## src/rtl/demux_pkg.sv

```systemverilog
// Shared constants and types for the 1-to-4 stream demultiplexer.
// Lane count, select width, round-robin state encoding and statistics counter sizing.
package demux_pkg;

  localparam int LANES  = 4;
  localparam int SEL_W  = 2;
  localparam int STAT_W = 8;
  localparam logic [STAT_W-1:0] STAT_MAX = 8'hFF;

  typedef logic [SEL_W-1:0] lane_idx_t;

  // Encoding matches the lane index so the state drives rr_ptr directly.
  typedef enum logic [SEL_W-1:0] {
    P0 = 2'd0,
    P1 = 2'd1,
    P2 = 2'd2,
    P3 = 2'd3
  } rr_state_t;

endpackage

```

## src/rtl/demux_lane_reg.sv

```systemverilog
// One-entry valid/ready output register for a single demux lane.
// A load in the same cycle as a drain replaces the old beat, giving one beat per cycle.
module demux_lane_reg
  import demux_pkg::*;
#(
  parameter int WIDTH = 8
) (
  input  logic             clk,
  input  logic             rst_n,
  input  logic             load,
  input  logic [WIDTH-1:0] load_data,
  input  logic             ready,
  output logic             valid,
  output logic [WIDTH-1:0] data,
  output logic             free
);

  assign free = !valid || ready;

  // Data is not cleared on drain; only valid drops.
  always_ff @(posedge clk or negedge rst_n) begin
    if (!rst_n) begin
      valid <= 1'b0;
      data  <= '0;
    end else if (load) begin
      valid <= 1'b1;
      data  <= load_data;
    end else if (valid && ready) begin
      valid <= 1'b0;
    end
  end

endmodule

```

## src/rtl/demux_1_to_4_stream.sv

```systemverilog
// Registered 1-to-4 valid/ready demultiplexer with select or round-robin routing.
// Optional per-lane saturating beat counters are built when DEMUX_STATS_EN is defined.
module demux_1_to_4_stream
  import demux_pkg::*;
#(
  parameter int WIDTH = 8
) (
  input  logic                   clk,
  input  logic                   rst_n,
  input  logic [WIDTH-1:0]       in_data,
  input  logic [SEL_W-1:0]       in_sel,
  input  logic                   in_valid,
  output logic                   in_ready,
  input  logic                   rr_mode,
  output logic [LANES*WIDTH-1:0] out_data,
  output logic [LANES-1:0]       out_valid,
  input  logic [LANES-1:0]       out_ready,
  output logic [SEL_W-1:0]       rr_ptr
`ifdef DEMUX_STATS_EN
  ,
  input  logic                   stats_clr,
  output logic [LANES*STAT_W-1:0] lane_count
`endif
);

  rr_state_t         state;
  rr_state_t         state_next;
  lane_idx_t         dst;
  logic [LANES-1:0]  lane_free;
  logic [LANES-1:0]  load;
  logic              accept;

  assign rr_ptr   = state;
  assign dst      = rr_mode ? lane_idx_t'(state) : in_sel;
  // Gating with rst_n keeps in_ready low throughout reset.
  assign in_ready = rst_n && lane_free[dst];
  assign accept   = in_valid && in_ready;

  always_ff @(posedge clk or negedge rst_n) begin
    if (!rst_n) begin
      state <= P0;
    end else begin
      state <= state_next;
    end
  end

  // The pointer moves only on round-robin accepts; a full lane stalls it in place.
  always_comb begin
    state_next = state;
    if (accept && rr_mode) begin
      case (state)
        P0:      state_next = P1;
        P1:      state_next = P2;
        P2:      state_next = P3;
        P3:      state_next = P0;
        default: state_next = P0;
      endcase
    end
  end

  for (genvar k = 0; k < LANES; k++) begin : g_lane
    assign load[k] = accept && (dst == lane_idx_t'(k));

    demux_lane_reg #(
      .WIDTH(WIDTH)
    ) u_lane (
      .clk      (clk),
      .rst_n    (rst_n),
      .load     (load[k]),
      .load_data(in_data),
      .ready    (out_ready[k]),
      .valid    (out_valid[k]),
      .data     (out_data[k*WIDTH +: WIDTH]),
      .free     (lane_free[k])
    );

`ifdef DEMUX_STATS_EN
    logic [STAT_W-1:0] cnt;

    // Clear has priority over a coincident accept.
    always_ff @(posedge clk or negedge rst_n) begin
      if (!rst_n) begin
        cnt <= '0;
      end else if (stats_clr) begin
        cnt <= '0;
      end else if (load[k] && (cnt != STAT_MAX)) begin
        cnt <= cnt + 1'b1;
      end
    end

    assign lane_count[k*STAT_W +: STAT_W] = cnt;
`endif
  end

endmodule

```

## config.mk

```make
export PLATFORM = sky130hd
export DESIGN_NAME = demux_1_to_4_stream
export DESIGN_NICKNAME = d
export VERILOG_FILES = /design/src/rtl/demux_pkg.sv /design/src/rtl/demux_lane_reg.sv /design/src/rtl/demux_1_to_4_stream.sv
export SDC_FILE = /design/constraint.sdc
export NUM_CORES = 1
export LEC_CHECK = 0
export BUFFER_PORTS_ARGS = -buffer_cell sky130_fd_sc_hd__buf_2
export CAP_MARGIN = 20
export CORE_MARGIN = 4
export CORE_UTILIZATION = 45
export CTS_CLUSTER_DIAMETER = 80
export CTS_CLUSTER_SIZE = 25
export DETAILED_ROUTE_END_ITERATION = 16
export PLACE_DENSITY = 0.79
export SYNTH_ARGS = -nofsm -noshare
export SYNTH_HDL_FRONTEND = slang
export SYNTH_SLANG_ARGS = --single-unit
export TNS_END_PERCENT = 100
```

## constraint.sdc

```tcl
create_clock -name clk -period 2.9 [get_ports clk]
set_input_delay 0.58 -clock clk [delete_from_list [all_inputs] [get_ports clk]]
set_output_delay 0.58 -clock clk [all_outputs]
set_load 0.02 [all_outputs]
```

Word level (Yosys, flattened, before mapping)
Cells that the tools add are included.

storage, ports and cells
  bits in registers = 38
  output and inout bits = 39
  word-level logic and storage cells = 53

cells by class
  order comparisons = 1
  equal/unequal tests = 6
  muxes and demuxes = 12
  reductions and logical operators = 25

operator list
  cell                                                                    count
  1-bit logical AND                                                       11
  1-bit two-way mux                                                       9
  2-bit equality test (second input constant)                             4
  2-bit case mux with 4 select lines                                      1
  2-bit nonzero test                                                      4
  2-bit by 1-bit equality test with 1-bit output (second input constant)  2
  1-bit logical NOT                                                       4
  2-bit logical NOT                                                       2
  1-bit logical OR                                                        4
  2-bit by 3-bit < comparator with 1-bit output (second input constant)   1
  1-bit binary-select mux with 2-bit select                               1
  2-bit two-way mux                                                       1

Logic depth before layout (Yosys ltp)
  depth in word-level cells = 8
  mapped depth = 5
  mapped depth without buffers = 4

Cells and area by module
Synthesis repeated with hierarchy kept, for this count alone.

second synthesis, totals
  cell total of the unflattened synthesis = 112
  area, all modules = 1,755.4 um^2

modules (own cells, without submodules)
  module               times used  cells each  area each (um^2)  sequential area each (um^2)
  demux_lane_reg       4           20          369.1             225.2
  demux_1_to_4_stream  1           32          279.0             50.0

Worst setup path before layout
Ideal clock, no wire load.

  path kind = input port to output port
  start point = input in_sel[0]
  end point = output in_ready
  arrival = 1,447 ps
  required time = 2,320 ps
  path slack = 873 ps
  stages on the path = 4
  cells stage by stage = or3b_1 -> a21oi_1 -> a221oi_1 -> o311a_1

between the ends
  cells in the longest elaborated chain, start to end = 4

RTL lines
  what                                       line                       source
  from (decl)                                demux_1_to_4_stream.sv:11  input logic [SEL_W-1:0] in_sel,
  2-bit two-way mux                          demux_1_to_4_stream.sv:34  assign dst = rr_mode ? lane_idx_t'(state) : in_sel;
  1-bit binary-select mux with 2-bit select  demux_1_to_4_stream.sv:36  assign in_ready = rst_n && lane_free[dst];
  1-bit two-way mux (not written as such)    demux_1_to_4_stream.sv:36
  1-bit logical AND                          demux_1_to_4_stream.sv:36
  to (decl)                                  demux_1_to_4_stream.sv:13  output logic in_ready,

Every way passes these cells. The select of a mux whose other input is x is not followed.

Worst setup path after layout
  start point = input rr_mode
  end point = output in_ready

between the ends
  cells in the longest elaborated chain, start to end = 4

RTL lines
  what                                       line                       source
  from (decl)                                demux_1_to_4_stream.sv:14  input logic rr_mode,
  2-bit two-way mux                          demux_1_to_4_stream.sv:34
  1-bit binary-select mux with 2-bit select  demux_1_to_4_stream.sv:36
  1-bit two-way mux (not written as such)    demux_1_to_4_stream.sv:36
  1-bit logical AND                          demux_1_to_4_stream.sv:36

Every way passes these cells. The select of a mux whose other input is x is not followed.

==> out/results.txt <==
critical path cell sequence: buf_2, or3b_1, a21oi_1, a221oi_1, o311a_1, buf_2
cts bufs inserted: 5
FF+latch count, synth: 38
Crit path arrival time: 1750 ps
die width: 68.5 um
GPL Wtd Cong: 0.851
post-cts resize count: 0
Routed WL per cell: 16.2 um
drt first pass iters: 4
TNS Setup: 0 ps
total track usage: 16.1%
Worst Hold Class: in -> async
FILL cells: 305
Yosys top cell by area: dfrtp_1
crit end category: output pin
htree depth: 2
CP max FO: 8
first-pass GRT wire length: 5.51 mm
Final Max Tran Viols: 0
max frequency: 430 MHz
Worst Setup Start Kind: input port
final setup margin: 573 ps
Slowest Stage Delay on Critical Path: 380 ps
initial drt markers: 65
run status: complete, no violations
Starting Density: 47.9%
die height: 68.5 um
core area: 0.00344 mm2
port bufs: 56
R2R cell count: 4
top cell type's share of synthesized area: 57.7%
Slew @ Worst Pin: 553 ps
clock buffer depth: 2
worst endpoint required time: 2320 ps
die area: 0.00469 mm2
HPWL Detailed: 2.70 mm
post-placement setup slack: 598 ps
vias in the first global route: 1161
Metal-1 WL: 1.37 mm
syn nets: 137
vias per cell: 5.14
Syn Area/Cell: 14.1 um2
RSZ-0062 raised after global routing: no
Gate Count Post-Synth: 117
post-synth cell types: 29
DRC viols: 0
initial antenna violation count: 0
CP most frequent cell: buf_2
hold buffers post-CTS: 0
setup violators final: 0
I/O Pins: 57
routed wire length: 3.57 mm
setup bufs post-CTS: 0
pwr/cell area: 1100 mW/mm2
WL met3: 174 um
Max IR drop VDD: 536 uV
Area Growth Syn to Fin: 23.8%
CTS tree: yes
GR Overflow Total: 0
root buffer cell: clkbuf_8
Setup Crit Path Kind: in -> out
antenna-violating nets left: 0
Worst R2R End: g_lane[3].u_lane.data[0]$_DFFE_PN0P_
Cell Rows: 21
Ys Warns: 0
max cap viols: 0
Final #Nets: 194
Reg-to-Reg Start: rr_ptr[1]$_DFFE_PN0P_
Leakage Power: 0.997 nW
Mapped Area: 0.00165 mm2
Final Hold Viols: 0
Top Metal Used: met4
Min Clock Period, post-route: 2330 ps
Clk Latency, worst-skew pair: 280 ps
Rel. slew slack: 63.1%
share of cells above drive strength 1: 60.0%
metal2 WL: 1.95 mm
clock slew at reported path FFs: 80 ps
sequential area share after synthesis: 57.7%
R2R setup slack: 1080 ps
top post-synthesis cells by area: dfrtp_1 (58%), mux2_2 (23%), buf_4 (2.3%)
largest net degree at the start of global routing: 29
Tcrit/Tclk final: 80.2%
CP max-delay cell: or3b_1
Vias: 1135
Worst Skew: 5.02 ps
# clock sinks: 38
diode count: 0
[power breakdown]
group          switching (mW)  internal (mW)
Clock                   0.176          0.191
Combinational           0.563          0.397
Sequential              0.141          0.776
[worst max-delay path: cells and delay by family]
family | cells | cell delay [ps]
simple gates | 1 | 380
compound gates | 3 | 470
buf+inv | 2 | 310
[layout make-up]
class	instances	area, um2	share of cell area [%]
Clock buffer	6	82.6	4.05
Sequential cell	38	951	46.6
Inverter	4	15.0	0.736
Multi-Input combinational cell	68	634	31.1
Clock inverter	2	12.5	0.613
Tap cell	46	57.6	2.82
Timing Repair Buffer	57	288	14.1
[kinds of logic (layout without fill, tap and decap cells)]
family / Yosys count / in the layout / share of synthesized area, %
muxes: 34 / 34 / 23.2
buffers and inverters: 11 / 69 / 3.80
and+or+nand+nor: 21 / 21 / 8.43
adders and majority gates: 2 / 2 / 1.52
AOI/OAI and AO/OA: 11 / 11 / 5.39
DFF: 38 / 38 / 57.7
[synthesized netlist by cell type (all sizes together)]
library cell / count
nand3b: 1
or2: 3
ha: 2
nor3: 1
mux2i: 1
dfrtp: 38
inv: 4
a31oi: 1
and2: 1
o311a: 1
or3b: 1
a211oi: 1
mux2: 33
or4b: 1
buf: 7
nand2b: 3
a21bo: 1
a21oi: 1
nand2: 3
nor2: 1
o2111ai: 1
nor2b: 2
nand3: 1
o22ai: 1
and3: 2
nor3b: 1
o21ai: 3
a221oi: 1
[placed cells by master (no fill, tap or decap), drive strengths merged, types with 2 or more instances in the layout]
cell    instances
dfrtp          38
clkbuf          6
nand2b          3
o21ai           3
inv             4
nand2           3
or2             3
nor2b           2
buf            57
mux2           33
ha              2
and3            2
[how the worst max path moves through the flow]
stage / cells past startpoint / end / slack (ps) / start
floorplan: 4 / in_ready / 870 / in_sel[0]
global placement: 6 / in_ready / 650 / rr_mode
detailed placement: 6 / in_ready / 600 / rr_mode
CTS: 6 / in_ready / 600 / rr_mode
global route: 6 / in_ready / 530 / rr_mode
finish: 6 / in_ready / 570 / rr_mode
[per-layer routing]
metal,vias to the layer above,global-route usage (%)
met5,-,0
met3,8,3.24
met4,0,6.70
li1,527,-
met2,43,28.1
met1,557,19.3
[flip-flops by register name (all words and copies together) (netlist names)]
name	count
g_lane.u_lane.data	32
g_lane.u_lane.valid	4
rr_ptr	2
[through the flow]
stage | total power [mW] | instances | hold WS [ps] | area, um2 | utilization (%)
6_report | 2.24 | 221 | 170 | 2040 | 59.3
5_1_grt | 2.38 | 221 | 185 | 2040 | 59.3
4_1_cts | 2.27 | 221 | 181 | 2040 | 59.3
3_5_place_dp | 1.90 | 213 | 485 | 1950 | 56.5
3_3_place_gp | 1.85 | 213 | 473 | 1950 | 56.5
2_1_floorplan | 1.54 | 117 | 284 | 1650 | -
(Power assumes the default switching activity.)
